### src/rtl/fsm_down_counter_if.sv
// Control/status bundle for the decade down-counter.
// The master drives load/enable/data; the counter (slave) returns count, borrow and error.
interface fsm_down_counter_if;
  logic       en;
  logic       load;
  logic [3:0] din;
  logic [3:0] cnt;
  logic       bout;
  logic       err;

  modport master (output en, load, din, input cnt, bout, err);
  modport slave  (input en, load, din, output cnt, bout, err);
endinterface

### src/rtl/fsm_down_counter.sv
// Decade (9..0) down-counter FSM with load, enable and a registered borrow/error pair.
// Build option FSM_DOWN_ONESHOT_EN: S0 becomes terminal and bout turns into a sticky done flag.
module fsm_down_counter (
  input  logic                clk,
  input  logic                rst,
  fsm_down_counter_if.slave   bus
);

  localparam int unsigned           CNT_W  = 4;
  localparam logic [CNT_W-1:0]      RELOAD = 4'd9;

  typedef enum logic [CNT_W-1:0] {
    S0 = 4'd0, S1 = 4'd1, S2 = 4'd2, S3 = 4'd3, S4 = 4'd4,
    S5 = 4'd5, S6 = 4'd6, S7 = 4'd7, S8 = 4'd8, S9 = 4'd9
  } state_e;

  // Raw vector rather than state_e so that upset codes 10..15 are representable and recoverable.
  logic [CNT_W-1:0] state_q, state_d;
  logic             bout_q, bout_d;
  logic             err_q, err_d;

  always_comb begin
    state_d = state_q;
    err_d   = 1'b0;
`ifdef FSM_DOWN_ONESHOT_EN
    bout_d  = bout_q;
`else
    bout_d  = 1'b0;
`endif
    if (bus.load) begin
      bout_d = 1'b0;
      if (bus.din > RELOAD) begin
        state_d = RELOAD;
        err_d   = 1'b1;
      end else begin
        state_d = bus.din;
      end
    end else if (state_q > RELOAD) begin
      state_d = S0;
      bout_d  = 1'b0;
    end else if (bus.en) begin
`ifdef FSM_DOWN_ONESHOT_EN
      if (state_q == S1) begin
        state_d = S0;
        bout_d  = 1'b1;
      end else if (state_q != S0) begin
        state_d = state_q - 4'd1;
      end
`else
      if (state_q == S0) begin
        state_d = RELOAD;
        bout_d  = 1'b1;
      end else begin
        state_d = state_q - 4'd1;
      end
`endif
    end
  end

  always_ff @(posedge clk or negedge rst) begin
    if (!rst) begin
      state_q <= S0;
      bout_q  <= 1'b0;
      err_q   <= 1'b0;
    end else begin
      state_q <= state_d;
      bout_q  <= bout_d;
      err_q   <= err_d;
    end
  end

  assign bus.cnt  = state_q;
  assign bus.bout = bout_q;
  assign bus.err  = err_q;

endmodule
### src/flat_wrapper.sv
// flat-port wrapper written by rule: the top's interface ports become plain ports
module fsm_down_counter_flat 
  (clk, rst, bus_en, bus_load, bus_din, bus_cnt, bus_bout, bus_err);
  fsm_down_counter_if bus_i ();
  input  logic clk;
  input  logic rst;
  input wire logic [$bits(bus_i.en)-1:0] bus_en;
  input wire logic [$bits(bus_i.load)-1:0] bus_load;
  input wire logic [$bits(bus_i.din)-1:0] bus_din;
  output wire logic [$bits(bus_i.cnt)-1:0] bus_cnt;
  output wire logic [$bits(bus_i.bout)-1:0] bus_bout;
  output wire logic [$bits(bus_i.err)-1:0] bus_err;
  assign bus_i.en = bus_en;
  assign bus_i.load = bus_load;
  assign bus_i.din = bus_din;
  assign bus_cnt = bus_i.cnt;
  assign bus_bout = bus_i.bout;
  assign bus_err = bus_i.err;
  fsm_down_counter u_core (.clk(clk), .rst(rst), .bus(bus_i));
endmodule
### config.mk
export PLATFORM = sky130hd
export DESIGN_NAME = fsm_down_counter_flat
export DESIGN_NICKNAME = d
export VERILOG_FILES = /design/src/rtl/fsm_down_counter_if.sv /design/src/rtl/fsm_down_counter.sv /design/src/flat_wrapper.sv
export SDC_FILE = /design/constraint.sdc
export NUM_CORES = 1
export LEC_CHECK = 0
export ABC_AREA = 1
export CELL_PAD_IN_SITES_DETAIL_PLACEMENT = 0
export CELL_PAD_IN_SITES_GLOBAL_PLACEMENT = 1
export CORE_AREA = 5 5 42 44
export DETAILED_ROUTE_END_ITERATION = 10
export DIE_AREA = 0 0 47 49
export DONT_BUFFER_PORTS = 1
export PLACE_DENSITY = 0.69
export SLEW_MARGIN = 20
export SYNTH_ARGS = -nofsm -noshare
export SYNTH_HDL_FRONTEND = slang
export SYNTH_SLANG_ARGS = --single-unit
### constraint.sdc
create_clock -name clk -period 1.7 [get_ports clk]
set_input_delay 0.34 -clock clk [delete_from_list [all_inputs] [get_ports clk]]
set_output_delay 0.34 -clock clk [all_outputs]
set_load 0.03 [all_outputs]
==> run summary <==
Starting Density: 0.3187
Min Tclk post-route: 1329 ps
Sink Count: 6
DP HPWL: 851 um
Most frequent CP cell: nor2_1
DR vias/cell: 4.753
Total wire length: 1.044 mm
Max Freq: 752.6 MHz
First-pass GRT wire length: 1.890 mm
DRC viols: 0
CP Cell Sequence: inv_2 -> nand2_2 -> nand3_4 -> nand2_4 -> nand2_1 -> nor2_1 -> nor2_1
Commonest non-fill, non-tap cell in the layout: nor2_1
Synth Area in Compound Gates: 0.09804
CP Capture Type: register
GRT overflow: 0
Antenna Nets Post-Route: 0
Outcome: complete, no violations
Max Cap Viol: 0
Synth Area in Adders: 0.08403
Fin cells: 81
Post-cts resize count: 0
Max stage delay on crit path: 560 ps
XOR/XNOR Fraction of Synth Area: 0
Worst-path clk slew: 40 ps
Rel. slew slack: 0.7546
Die Wd: 47 um
Number of global-route vias before repair: 432
Power density over cell area: 1686 nW/um2
Peak VDD IR: 0.0005381 V
Count of input and output buffers: 0
Reg area: 150.1 um2
Vias: 385
Synth top area cells: dfrtp_1, ha_1, nor2_1
Final Hold Viols: 0
Hold crit path type: in2reg
RSZ-0062 raised after global routing: no
# fillers: 155
Syn_area_per_cell: 7.701 um2
Syn Inst Count: 58
Slew Viols, Final: 0
GPL Wtd Cong: 0.7646
All-Layer GR Usage: 0.1184
Cell count after placement: 77
Static leakage: 0.0002684 uW
First-pass DRT Iterations: 3
Post-synth cell types: 16
Sequential element share of the synthesized area: 0.3361
Setup violations, final: 0
Antenna violations before repair: 0
Placeable Area: 1401 um2
Setup_tns: 0 ps
Critical path launch point type: register
CTS Buffer Depth: 2
Clock Latency Late Sink: 240 ps
Fin crit share: 0.7816
Most frequent cells in the layout: nor2_1, nand2_1, inv_1, nand3_1, dfrtp_1
Synthesized Nets: 69
Row cnt: 14
Layout cell share with drive strength beyond 1: 0.3231
Post-Route Skew: 4.005 ps
Area grow syn2layout: 16.81%
CP arrival: 1460 ps
Slew @ Worst Pin: 368.1 ps
Final #Nets: 78
WP buf/inv: 1
CTS buffer count: 3
CP required: 1830 ps
Largest net degree at the start of global routing: 8
Synth area leader: dfrtp_1
Crit path max-delay family: flip-flops
Die Ht: 49 um
Hold_ws: 185.8 ps
CTS tree: yes
Die ar.: 2303 um2
Routed WL per cell: 12.89 um
Multi-input logic area: 262.8 um2
FF+latch count, synth: 6
Yosys warning count: 0
I/O pin count: 14
Max FO, Critical Path: 5
Starting DRT DRC Count: 2
Simple-gate portion of the synthesized area: 0.4062
Root Buffer: clkbuf_4
Largest family of logic cells by synthesized area: simple AND/OR/NAND/NOR gates
Top-area cell type share of the netlist area: 0.3361
Critical path class: reg2reg
Final core utilization: 0.3723
CP max stage cell: dfrtp_1
N_diodes: 0
Mapped Area: 446.7 um2
Post-synthesis mux area share: 0
Clock H-tree levels: 1
[report_power, final]
part,switching (uW),total [uW],leakage [uW],internal [uW]
sequential,72.6,258,0.0000756,185
clock,48.1,128,0.0000138,79.6
combinational,315,494,0.000179,179
total,436,880,0.000268,444
[path summary, 6_finish.rpt]
kind | startpoint | endpoint | slack, ps | depth (start not counted)
max in group asynchronous | rst | u_core.bus.cnt[1]$_DFFE_PN0P_ | 1090 | 1
max reg2reg | u_core.bus.cnt[2]$_DFFE_PN0P_ | u_core.bus.cnt[1]$_DFFE_PN0P_ | 370 | 7
min reg2reg | u_core.bus.cnt[3]$_DFFE_PN0P_ | u_core.bus.cnt[3]$_DFFE_PN0P_ | 690 | 2
min in group asynchronous | rst | u_core.bus.cnt[2]$_DFFE_PN0P_ | 400 | 1
max | u_core.bus.cnt[2]$_DFFE_PN0P_ | u_core.bus.cnt[1]$_DFFE_PN0P_ | 370 | 7
min | bus_load | u_core.bus.bout$_DFF_PN0_ | 190 | 1
[synth_stat cells]
cell type  number
dfrtp_1         6
nor3b_1         1
o21a_1          1
nand3_1         6
nand3_2         1
a21oi_2         3
inv_2           3
a21oi_1         2
nand2_1         8
nor2_2          1
nor2_1         10
nand3_4         1
nand2_4         1
inv_1           6
nand2_2         5
ha_1            3
[repair_timing]
| action | in CTS | in global routing |
|---|---|---|
| endpoints found under the setup margin | 0 | 0 |
| hold buffers | 1 | 0 |
| hold endpoints to repair | 6 | 0 |
| setup buffers | 0 | 0 |
[per-layer routing]
metal  up-vias  part of all wire  GRT usage
met3         4             0.060    0.02583
met4         0             0.034    0.09677
met1       173              0.40     0.1483
met5         -                 0          0
li1        197                 -          -
met2        11              0.50     0.1652
[cells by family (layout without fill, tap and decap cells)]
kind of cell               after synthesis  count (layout)
buffers and inverters                    9              16
and+or+nand+nor                         34              34
AOI/OAI and AO/OA                        6               6
adders and majority gates                3               3
DFF                                      6               6
[sequential cells by signal, indices dropped and copies added, names as in the netlist]
name	cells
u_core.bus.cnt	4
u_core.bus.bout	1
u_core.bus.err	1
[cell type report]
class,count,area share
clock buffers,3,0.04317
inverters,9,0.06475
multi-input cells,43,0.5036
well taps,16,0.03837
flip-flops and latches,6,0.2878
repair buffers,4,0.06235
[through the flow]
stage	setup WS (ps)	instance area (um2)	power (uW)
after floorplan	231.5	446.7	632.5
after global placement	387.9	489.2	750.9
after detailed placement	382.3	489.2	759.5
after CTS	367.6	521.8	894.1
after global routing	282.9	521.8	974.8
final	371.3	521.8	879.8
(Power assumes the default switching activity.)
